`src/rtl/mfp_sevenseg_pkg.sv`:
```
// Shared definitions for the seven-segment scan driver: glyph codes,
// active-low segment patterns ({g,f,e,d,c,b,a}) and the scan state encoding.
// Optional build macro used by the top: SEVSEG_DIM_EN (brightness control).
package mfp_sevenseg_pkg;

    // Scan state: BLANK holds every anode off, ACTIVE drives the current digit.
    typedef enum logic {
        ST_BLANK  = 1'b0,
        ST_ACTIVE = 1'b1
    } scan_state_e;

    // Special glyph codes (codes 0x00-0x0F are the hex digits).
    localparam logic [4:0] GLY_BLANK = 5'h10;
    localparam logic [4:0] GLY_MINUS = 5'h11;
    localparam logic [4:0] GLY_UNDER = 5'h12;

    // Active-low segment patterns, bit order {g,f,e,d,c,b,a}.
    localparam logic [6:0] SEG_0     = 7'h40;
    localparam logic [6:0] SEG_1     = 7'h79;
    localparam logic [6:0] SEG_2     = 7'h24;
    localparam logic [6:0] SEG_3     = 7'h30;
    localparam logic [6:0] SEG_4     = 7'h19;
    localparam logic [6:0] SEG_5     = 7'h12;
    localparam logic [6:0] SEG_6     = 7'h02;
    localparam logic [6:0] SEG_7     = 7'h78;
    localparam logic [6:0] SEG_8     = 7'h00;
    localparam logic [6:0] SEG_9     = 7'h10;
    localparam logic [6:0] SEG_A     = 7'h08;
    localparam logic [6:0] SEG_B     = 7'h03;
    localparam logic [6:0] SEG_C     = 7'h46;
    localparam logic [6:0] SEG_D     = 7'h21;
    localparam logic [6:0] SEG_E     = 7'h06;
    localparam logic [6:0] SEG_F     = 7'h0E;
    localparam logic [6:0] SEG_MINUS = 7'h3F;
    localparam logic [6:0] SEG_UNDER = 7'h77;
    localparam logic [6:0] SEG_OFF   = 7'h7F;

    // All anodes released (common-anode display, active-low drive).
    localparam logic [7:0] AN_OFF = 8'hFF;

    // Active-low one-hot anode select for digit position idx.
    function automatic logic [7:0] anode_sel_n(input logic [2:0] idx);
        logic [7:0] onehot;
        onehot = 8'b0000_0001 << idx;
        return ~onehot;
    endfunction

endpackage : mfp_sevenseg_pkg

```
`src/rtl/mfp_sevenseg_glyph_decode.sv`:
```
// Combinational glyph decoder: 5-bit glyph code -> 7-bit active-low segment
// pattern. Unassigned codes (0x10, 0x13-0x1F) decode to a dark digit.
module mfp_sevenseg_glyph_decode
    import mfp_sevenseg_pkg::*;
(
    input  logic [4:0] code,
    output logic [6:0] seg_n
);

    // Map each glyph code to its segment pattern; anything unknown is blank.
    always_comb begin
        seg_n = SEG_OFF;
        case (code)
            5'h00:     seg_n = SEG_0;
            5'h01:     seg_n = SEG_1;
            5'h02:     seg_n = SEG_2;
            5'h03:     seg_n = SEG_3;
            5'h04:     seg_n = SEG_4;
            5'h05:     seg_n = SEG_5;
            5'h06:     seg_n = SEG_6;
            5'h07:     seg_n = SEG_7;
            5'h08:     seg_n = SEG_8;
            5'h09:     seg_n = SEG_9;
            5'h0A:     seg_n = SEG_A;
            5'h0B:     seg_n = SEG_B;
            5'h0C:     seg_n = SEG_C;
            5'h0D:     seg_n = SEG_D;
            5'h0E:     seg_n = SEG_E;
            5'h0F:     seg_n = SEG_F;
            GLY_MINUS: seg_n = SEG_MINUS;
            GLY_UNDER: seg_n = SEG_UNDER;
            default:   seg_n = SEG_OFF;
        endcase
    end

endmodule : mfp_sevenseg_glyph_decode

```
`src/rtl/mfp_sevenseg_scan_driver.sv`:
```
// Eight-digit common-anode scan driver. Each digit owns SCAN_DIV clock slots,
// the first BLANK_CYC of which keep all anodes off to stop ghosting between
// digits. Inputs are snapshotted once per frame (slot 0, count 0) so a CPU
// write in the middle of a scan never shows a half-updated frame. All pins are
// registered and lag the slot counters by one cycle.
// Optional build macro: SEVSEG_DIM_EN adds a 4-bit brightness input that
// gates the anode with a 16-phase PWM inside each ACTIVE window.
module mfp_sevenseg_scan_driver
    import mfp_sevenseg_pkg::*;
#(
    parameter int SCAN_DIV  = 100000,
    parameter int BLANK_CYC = 64
) (
    input  logic        HCLK,
    input  logic        HRESETn,
    input  logic [7:0]  en,
    input  logic [63:0] digits,
    input  logic [7:0]  dp,
`ifdef SEVSEG_DIM_EN
    input  logic [3:0]  bright,
`endif
    output logic [7:0]  IO_7SEGEN_N,
    output logic [6:0]  IO_7SEG_N,
    output logic        IO_7SEG_DP
);

    localparam int              CNT_W     = (SCAN_DIV > 2) ? $clog2(SCAN_DIV) : 2;
    localparam logic [CNT_W-1:0] CNT_LAST  = CNT_W'(SCAN_DIV - 1);
    localparam logic [CNT_W-1:0] BLANK_LIM = CNT_W'(BLANK_CYC);

    // Slot counter, digit index and scan state.
    logic [CNT_W-1:0] cnt_q, cnt_d;
    logic [2:0]       idx_q, idx_d;
    scan_state_e      state_q, state_d;

    // Frame shadows of the CPU-side registers.
    logic [7:0]       shadow_en_q, shadow_en_d;
    logic [63:0]      shadow_dig_q, shadow_dig_d;
    logic [7:0]       shadow_dp_q, shadow_dp_d;
`ifdef SEVSEG_DIM_EN
    logic [3:0]       shadow_bright_q, shadow_bright_d;
    logic [3:0]       ph_s;
`endif

    // Registered pin drivers.
    logic [7:0]       an_q, an_d;
    logic [6:0]       seg_q, seg_d;
    logic             dpo_q, dpo_d;

    logic             cnt_wrap_s;
    logic             snap_s;
    logic [4:0]       glyph_code_s;
    logic [6:0]       glyph_seg_s;
    logic             an_gate_s;

    // Glyph of the digit currently being scanned; bits [7:5] of each byte are don't-care.
    assign glyph_code_s = shadow_dig_q[{idx_q, 3'b000} +: 5];

    mfp_sevenseg_glyph_decode u_glyph_decode (
        .code  (glyph_code_s),
        .seg_n (glyph_seg_s)
    );

    // Slot counter wraps every SCAN_DIV cycles and steps the digit index.
    always_comb begin
        cnt_wrap_s = (cnt_q == CNT_LAST);
        if (cnt_wrap_s) begin
            cnt_d = {CNT_W{1'b0}};
            idx_d = idx_q + 3'd1;
        end else begin
            cnt_d = cnt_q + {{(CNT_W-1){1'b0}}, 1'b1};
            idx_d = idx_q;
        end
    end

    // Capture the inputs only at frame start so a frame is always coherent.
    always_comb begin
        snap_s = (cnt_q == {CNT_W{1'b0}}) && (idx_q == 3'd0);
        if (snap_s) begin
            shadow_en_d  = en;
            shadow_dig_d = digits;
            shadow_dp_d  = dp;
        end else begin
            shadow_en_d  = shadow_en_q;
            shadow_dig_d = shadow_dig_q;
            shadow_dp_d  = shadow_dp_q;
        end
    end

`ifdef SEVSEG_DIM_EN
    // Brightness is part of the frame snapshot; PWM phase restarts at each ACTIVE window.
    always_comb begin
        if (snap_s) begin
            shadow_bright_d = bright;
        end else begin
            shadow_bright_d = shadow_bright_q;
        end
        ph_s      = 4'(cnt_q - BLANK_LIM);
        an_gate_s = (ph_s <= shadow_bright_q);
    end
`else
    // Without dimming the digit is lit for the whole ACTIVE window.
    always_comb begin
        an_gate_s = 1'b1;
    end
`endif

    // Next state follows the next count, so state_q always describes cnt_q.
    always_comb begin
        if (cnt_d < BLANK_LIM) begin
            state_d = ST_BLANK;
        end else begin
            state_d = ST_ACTIVE;
        end
    end

    // Pin values for the next cycle, derived from the present counters and shadows.
    always_comb begin
        an_d  = AN_OFF;
        seg_d = SEG_OFF;
        dpo_d = 1'b1;
        case (state_q)
            ST_BLANK: begin
                an_d  = AN_OFF;
                seg_d = SEG_OFF;
                dpo_d = 1'b1;
            end
            ST_ACTIVE: begin
                if (an_gate_s) begin
                    an_d = anode_sel_n(idx_q) | shadow_en_q;
                end else begin
                    an_d = AN_OFF;
                end
                seg_d = glyph_seg_s;
                dpo_d = shadow_dp_q[idx_q];
            end
            default: begin
                an_d  = AN_OFF;
                seg_d = SEG_OFF;
                dpo_d = 1'b1;
            end
        endcase
    end

    // Scan state register.
    always_ff @(posedge HCLK or negedge HRESETn) begin
        if (!HRESETn) begin
            state_q <= ST_BLANK;
        end else begin
            state_q <= state_d;
        end
    end

    // Counters, frame shadows and output registers.
    always_ff @(posedge HCLK or negedge HRESETn) begin
        if (!HRESETn) begin
            cnt_q           <= {CNT_W{1'b0}};
            idx_q           <= 3'd0;
            shadow_en_q     <= 8'hFF;
            shadow_dig_q    <= 64'h0;
            shadow_dp_q     <= 8'hFF;
`ifdef SEVSEG_DIM_EN
            shadow_bright_q <= 4'hF;
`endif
            an_q            <= AN_OFF;
            seg_q           <= SEG_OFF;
            dpo_q           <= 1'b1;
        end else begin
            cnt_q           <= cnt_d;
            idx_q           <= idx_d;
            shadow_en_q     <= shadow_en_d;
            shadow_dig_q    <= shadow_dig_d;
            shadow_dp_q     <= shadow_dp_d;
`ifdef SEVSEG_DIM_EN
            shadow_bright_q <= shadow_bright_d;
`endif
            an_q            <= an_d;
            seg_q           <= seg_d;
            dpo_q           <= dpo_d;
        end
    end

    assign IO_7SEGEN_N = an_q;
    assign IO_7SEG_N   = seg_q;
    assign IO_7SEG_DP  = dpo_q;

endmodule : mfp_sevenseg_scan_driver
```
`config.mk`:
```
export PLATFORM = sky130hd
export DESIGN_NAME = mfp_sevenseg_scan_driver
export DESIGN_NICKNAME = d
export VERILOG_FILES = /design/src/rtl/mfp_sevenseg_pkg.sv /design/src/rtl/mfp_sevenseg_glyph_decode.sv /design/src/rtl/mfp_sevenseg_scan_driver.sv
export SDC_FILE = /design/constraint.sdc
export NUM_CORES = 1
export LEC_CHECK = 0
export BUFFER_PORTS_ARGS = -buffer_cell sky130_fd_sc_hd__buf_4
export CORE_UTILIZATION = 30
export DETAILED_ROUTE_END_ITERATION = 7
export PLACE_DENSITY = 0.55
export SKIP_CTS_REPAIR_TIMING = 1
export SYNTH_ARGS = -nofsm -noshare
export SYNTH_HDL_FRONTEND = slang
export SYNTH_SLANG_ARGS = --single-unit
export TNS_END_PERCENT = 20
```
`constraint.sdc`:
```
create_clock -name HCLK -period 6.85 [get_ports HCLK]
set_input_delay 1.0275 -clock HCLK [delete_from_list [all_inputs] [get_ports HCLK]]
set_output_delay 1.0275 -clock HCLK [all_outputs]
set_load 0.05 [all_outputs]
```
==> results of run 1 <==
-- worst paths after layout --
check	from	endpoint
worst max-delay path	idx_q[0]	IO_7SEG_N[3]
worst min-delay path	shadow_dig_q[2]	shadow_dig_q[2]
worst max register to register	idx_q[0]	IO_7SEG_N[3]
worst min register to register	shadow_dig_q[2]	shadow_dig_q[2]
max in group asynchronous	HRESETn	cnt_q[10]
min in group asynchronous	HRESETn	shadow_dig_q[58]
-- flip-flops by register name, indices dropped and copies added (netlist names) --
| register | count |
|---|---|
| cnt_q | 17 |
| IO_7SEG_DP | 1 |
| IO_7SEGEN_N | 8 |
| shadow_dig_q | 40 |
| idx_q | 3 |
| shadow_dp_q | 8 |
| shadow_en_q | 8 |
| state_q | 1 |
| IO_7SEG_N | 7 |
-- per-stage QoR --
step                cell area, um2  cells  hold WS [ns]
finish                        5520    598         0.503
global route                  5520    598         0.519
CTS                           5520    598         0.508
detailed placement            5230    582         0.494
global placement              5230    582         0.486
floorplan                     4520    341         0.475
-- placed cells by master, fill, tap and decap left out, types with 10 or more instances in the layout --
cell     synthesis  final
mux2_2          59     59
dfstp_2         32     32
xnor2_1         12     12
mux4_2          10     10
dfrtp_1         61     61
ha_1            15     15
buf_4            0     76
nor2_1          18     18
nand2_1         12     12
-- report_power, final --
part / switching, mW / internal, mW / leakage, nW
Sequential: 0.00770 / 0.570 / 1.08
Combinational: 0.0295 / 0.0429 / 1.07
Clock: 0.207 / 0.282 / 0.143
Total: 0.244 / 0.895 / 2.30
-- area by class of cell --
class / instances / area (um2) / share of cell area
flip-flops and latches: 93 / 2370 / 0.429
repair buffers: 76 / 571 / 0.103
inverters: 10 / 37.5 / 0.00680
multi-input cells: 219 / 2030 / 0.367
well taps: 184 / 230 / 0.0417
clock inverters: 5 / 53.8 / 0.00975
clock buffers: 11 / 233 / 0.0422
-- worst reg2reg max path: cells and delay by family (launching register included) --
family | cells | cell delay [ns]
multiplexers | 2 | 0.94
flip-flops | 1 | 0.71
AO/OA/AOI/OAI | 2 | 0.33
adder cells (fa/ha/maj) | 1 | 0.26
buffers and inverters | 1 | 0.15
AND/OR/NAND/NOR | 1 | 0.11
-- routing by layer --
metal  part of all wire  up-vias  global-route usage  wire, um
met5                  0        -                   0         0
met4              0.017        0              0.0545       161
met3              0.039       13              0.0314       359
met2               0.47       52               0.202      4350
met1               0.47     1456               0.170      4340
li1                   -     1369                   -         -
-- Yosys cell counts (all sizes together), types with 2 or more instances --
library cell | count | area (um2)
nor4 | 4 | 31.3
xor2 | 6 | 52.6
a41oi | 2 | 17.5
o221ai | 3 | 26.3
nand4b | 3 | 26.3
a31oi | 2 | 12.5
or2 | 2 | 12.5
inv | 10 | 37.5
mux2i | 11 | 118
xnor2 | 12 | 105
nand4 | 8 | 56.3
nor2b | 4 | 25.0
buf | 15 | 81.3
mux2 | 59 | 664
and4 | 2 | 18.8
nand3b | 5 | 37.5
o21ai | 3 | 15.0
nand2 | 12 | 45.0
mux4 | 10 | 225
and2 | 2 | 12.5
and3 | 3 | 18.8
dfstp | 32 | 841
ha | 15 | 188
nand3 | 9 | 57.6
nor2 | 18 | 67.6
clkbuf | 4 | 15.0
a21oi | 4 | 20.0
nor3 | 4 | 36.3
dfrtp | 61 | 1530
-- logic make-up (layout without fill, tap and decap cells) --
logic type	after synthesis	count (layout)	share of synthesized area
buf+inv	29	102	0.0296
compound gates	24	24	0.0393
fa+ha+maj	15	15	0.0415
mux	80	80	0.223
simple gates	82	82	0.109
flops	93	93	0.523
xor+xnor	18	18	0.0348
==> metrics.cfg, run 1 <==
[yosys]
ys_types=56
ys_seq_area_frac=0.523
syn_inst=341
synth-seq-cells=93
ys_async_sr_fraction=1.00
syn-num-nets=438
synth_edf_count=0
ys.flop_type=dfrtp_1
syn_area_um2=4520
synth.avg_cell_area_um2=13.3
yosysWarningCount=0

[sta]
skew_ns=0.00855
fmax_mhz=384
rsz0062_at_grt=false
fin_setup_tns_ns=0
worst_slew_margin_rel=0.509
timing.final.setup_violations=0
worst_slew_pin_slew_ns=0.736
period_share=0.380
period_needed_ns=2.60
slew_viol_final=0
finalHoldViolations=0
worst_slack_ns=4.25

[critical_path]
worst-path-buf-inv=1
cp.required_ns=7.10
rr_worst_depth=7
slowest_delay_ns=0.71
crit_type=flop to flop
path_depth=7
ff2ff_setup_slack_ns=4.25
crit_path_start_kind=flop
end_kind=flop
cp_max_fo=10
crit_family=multiplexers
crit_chain=mux4_2 > mux2_2 > inv_1 > ha_1 > nor2_1 > a21oi_1 > a311oi_1
cp_slowest_cell=dfrtp_1
arrival_ns=2.85

[cells_and_area]
final_nets=506
finish.utilization=0.377
drive_above_1_share=0.488
antenna_cells=0
area_growth_pct=22.0
fillCellCount=1412

[clock_tree]
cts_max_level=3
cts_max_path_buffers=2
cts_root_buf=clkbuf_16
clkTransAtPathRegs_ns=0.06
clock-sinks=93
cts_made_buffers=9
clk_latency_ns=0.35
cts_tree=done

[global_route]
grtUsageTotal=0.129
grt_max_degree=57
antenna_found_initial=0
grt_pass1_wl_mm=15.5
grt_pass1_vias=2991
grt.overflow.total=0

[power]
p_total_mw=1.14
power_density_nw_per_um2=206
irDropWorstVdd_v=0.000113
p_leak_nw=2.30

[placed_design]
place_congestion=0.799
pre_cts_ws_ns=4.20
post-dp-hpwl_mm=6.58
port_buffers=73

[floorplanning]
initial_utilization=0.309
die_w_um=125
design.die.area_um2=15600
coreArea_um2=14600
pin_count=98
row_count=44
die_height_um=125

[run_status]
outcome=finished, violations left
violations=design-rule violations

[min_path]
holdPathStages=1
hold_path.class=flop to flop

[flow_run]
drv_cap=0

[drt]
viasPerCell=4.83
via_count=2890
drt_iter0_drc=109
postRouteAntennaNets=0
wl_mm=9.21
drt_pass1_iterations=8
drc_errors=10
wl_per_cell_um=15.4

Note: power is estimated with default switching activity, not from simulation.
==> inputs of run 2 (changes only) <==
ABC_AREA = 1   (was not set)
PLACE_DENSITY = 0.56   (was 0.55)
clock period = 2.2 ns   (was 6.85 ns; I/O delays follow)
==> run 2 against run 1 <==
  * Flip-flop and latch count is the same
  * The flow now finishes without violations
  * Sequential power grew to 3.1 times the previous value
  * Routed wire length grew 20%
  * Largest cell class unchanged
  * Count of clock-buffer cells in the layout is the same
  * Critical endpoint is now shadow_dig_q[1]
  * Worst setup slack lost 4.1 ns
  * Register-to-register slack lost 4.1 ns
  * Largest power group unchanged
  * Core utilization shrank 0.12 points
==> metrics.cfg, run 2 <==
[cells_and_area]
reg_top3=shadow_dig_q: 40 flops, cnt_q: 17 flops
antenna_cells=0  ; unchanged
fillCellCount=1677  ; +19%
largest_register_ffs=40  ; unchanged
final_common_cell=nand2_1
regMostFlops=shadow_dig_q
drive_above_1_share=0.254  ; -0.234
final_nets=781  ; +54%
finish.utilization=0.376  ; -0.00124
area_growth_pct=21.2
final_cell_mix=nand2_1, inv_1, buf_4

[yosys]
synth-seq-cells=93  ; unchanged
syn-num-nets=708  ; +62%
synth.most_common_cell=nand2_1
yosysWarningCount=0  ; unchanged
ys_async_sr_fraction=1.00  ; unchanged
ys_types=33  ; -41%
ys_top_cells_by_count=nand2_1, inv_1, dfrtp_1
synth.avg_cell_area_um2=8.15  ; -39%
syn_area_um2=4980  ; +10%
ys_seq_area_frac=0.476  ; -0.0476
ys.flop_type=dfrtp_1
ys_top_cells_by_area=dfrtp_1, dfstp_2, nand2_1, inv_1, o21ai_2
synth_edf_count=0  ; unchanged
synth_top_cell_area_share=0.307  ; -0.0307
synth_top_area_cell=dfrtp_1
syn_inst=611  ; +79%

[power]
irDropWorstVdd_v=0.000439  ; +290%
power_density_nw_per_um2=591  ; +190%
p_total_mw=3.57  ; +210%
p_leak_nw=3.18  ; +38%

[floorplanning]
design.die.area_um2=17100  ; +9.8%
coreArea_um2=16100  ; +9.7%
pin_count=98  ; unchanged
initial_utilization=0.310  ; +0.00100
die_height_um=131  ; +4.8%
row_count=46  ; +4.5%
die_w_um=131  ; +4.8%

[clock_tree]
cts_max_level=3  ; unchanged
cts_made_buffers=9  ; unchanged
cts_max_path_buffers=2  ; unchanged
clock-sinks=93  ; unchanged
cts_root_buf=clkbuf_16
clk_latency_ns=0.35  ; about the same
clkTransAtPathRegs_ns=0.07  ; about the same
cts_tree=done

[critical_path]
r2r_start=idx_q[1]
arrival_ns=2.29  ; -0.56 ns
rr_worst_depth=8  ; +1
crit_path_start_kind=flop
crit_type=flop to flop
ff2ff_setup_slack_ns=0.13  ; -4.11 ns
end_kind=flop
cp_max_fo=82  ; +72
slowest_delay_ns=0.37  ; -0.34 ns
cp_slowest_cell=dfrtp_1
cp.required_ns=2.43  ; -4.67 ns
reg2reg_to=shadow_dig_q[1]
crit_chain=inv_1 > ha_1 > nand2_2 > nor4_4 > nand3b_4 > buf_12 > nand2_1 > o21ai_2

[sta]
period_needed_ns=2.07  ; -0.536 ns
finalHoldViolations=0  ; unchanged
rsz0062_at_grt=false
skew_ns=0.00776  ; -0.000791 ns
fin_setup_tns_ns=0  ; unchanged
period_share=0.939  ; +0.559
worst_slew_margin_rel=0.613  ; +0.103
timing.final.setup_violations=0  ; unchanged
worst_slew_pin_slew_ns=0.576  ; -0.160 ns
fmax_mhz=484  ; +26%
slew_viol_final=0  ; unchanged

[global_route]
grtUsageTotal=0.142  ; +0.0134
grt_pass1_wl_mm=18.5  ; +19%
grt.overflow.total=0  ; unchanged
grt_pass1_vias=3652  ; +22%
antenna_found_initial=0  ; unchanged
grt_max_degree=83  ; +46%

[min_path]
whs_endpoint=shadow_en_q[4]
hold_path.class=input port to flop
min_from=en[4]
holdPathStages=3  ; +2

[placed_design]
post-dp-hpwl_mm=8.37  ; +27%
place_congestion=0.856  ; +7.2%
port_buffers=73  ; unchanged

[drt]
postRouteAntennaNets=0  ; unchanged
drt_iter0_drc=179  ; +64%
via_count=3909  ; +35%
wl_mm=11.1  ; +20%
wl_per_cell_um=12.2  ; -21%
drt_pass1_iterations=4  ; -4
drc_errors=0  ; -10
viasPerCell=4.32  ; -11%

[run_status]
outcome=finished clean

[flow_run]
drv_cap=0  ; unchanged

[run 2: changes by cell type after synthesis, moves of 5 or more]
cell,delta
nand2_1,+138
inv_1,+101
mux2_2,-59
nor2_1,+37
nand3_1,+30
o21ai_1,+30
o21ai_2,+28
o21ai_0,+23
buf_6,+12
xnor2_1,-12
mux4_2,-10
buf_2,-9
mux2i_1,-9
nand2_2,+5
[run 2: cell families after synthesis]
family,share of synthesized area
fa+ha+maj,0.0377
flops,0.476
simple gates,0.236
compound gates,0.114
buf+inv,0.125
xor+xnor,0.0123
[run 2: layer usage]
| metal | global-route usage | vias to the layer above | wire [um] |
|---|---|---|---|
| met2 | 0.216 | 75 | 5180 |
| met3 | 0.0399 | 8 | 451 |
| met5 | 0 | - | 0 |
| met4 | 0.0439 | 0 | 114 |
| li1 | - | 2038 | - |
| met1 | 0.196 | 1788 | 5310 |
[run 2: worst max-delay path by stage]
stage / startpoint / end / cells after the start
final: idx_q[1] / shadow_dig_q[1] / 8
after detailed placement: idx_q[0] / IO_7SEG_N[3] / 14
after global routing: idx_q[1] / shadow_dig_q[57] / 8
after global placement: idx_q[0] / IO_7SEG_N[3] / 14
after CTS: idx_q[0] / IO_7SEG_N[3] / 14
after floorplan: idx_q[0] / shadow_dig_q[27] / 11
[run 2: area by class of cell]
class / count / area [um2] / area share
clock buffer: 11 / 253 / 0.0419
tap: 216 / 270 / 0.0448
sequential: 93 / 2370 / 0.393
inverter: 113 / 432 / 0.0715
timing repair buffer: 84 / 671 / 0.111
clock inverter: 5 / 35.0 / 0.00581
multi-input combinational: 383 / 2000 / 0.332
[run 2: critical path: cells and delay by family, from the launching register on]
kind	cells	cell delay (ns)
compound gates	1	0.06
buf+inv	2	0.53
simple gates	4	0.62
flops	1	0.37
fa+ha+maj	1	0.30
[run 2: power breakdown]
group          total, mW  internal [mW]  switching [mW]
logic              0.278          0.132           0.146
clock network       1.48          0.827           0.658
registers           1.81           1.78          0.0296
[run 2: per-stage QoR]
stage	hold WS (ns)	cells	worst slack [ns]	instance area (um2)
6_report	0.189	905	0.133	6030
5_1_grt	0.191	905	0.00645	6030
4_1_cts	-0.126	904	0.133	6010
3_5_place_dp	0.255	888	0.139	5730
3_3_place_gp	0.254	888	0.139	5730
2_1_floorplan	0.0344	611	0.283	4980
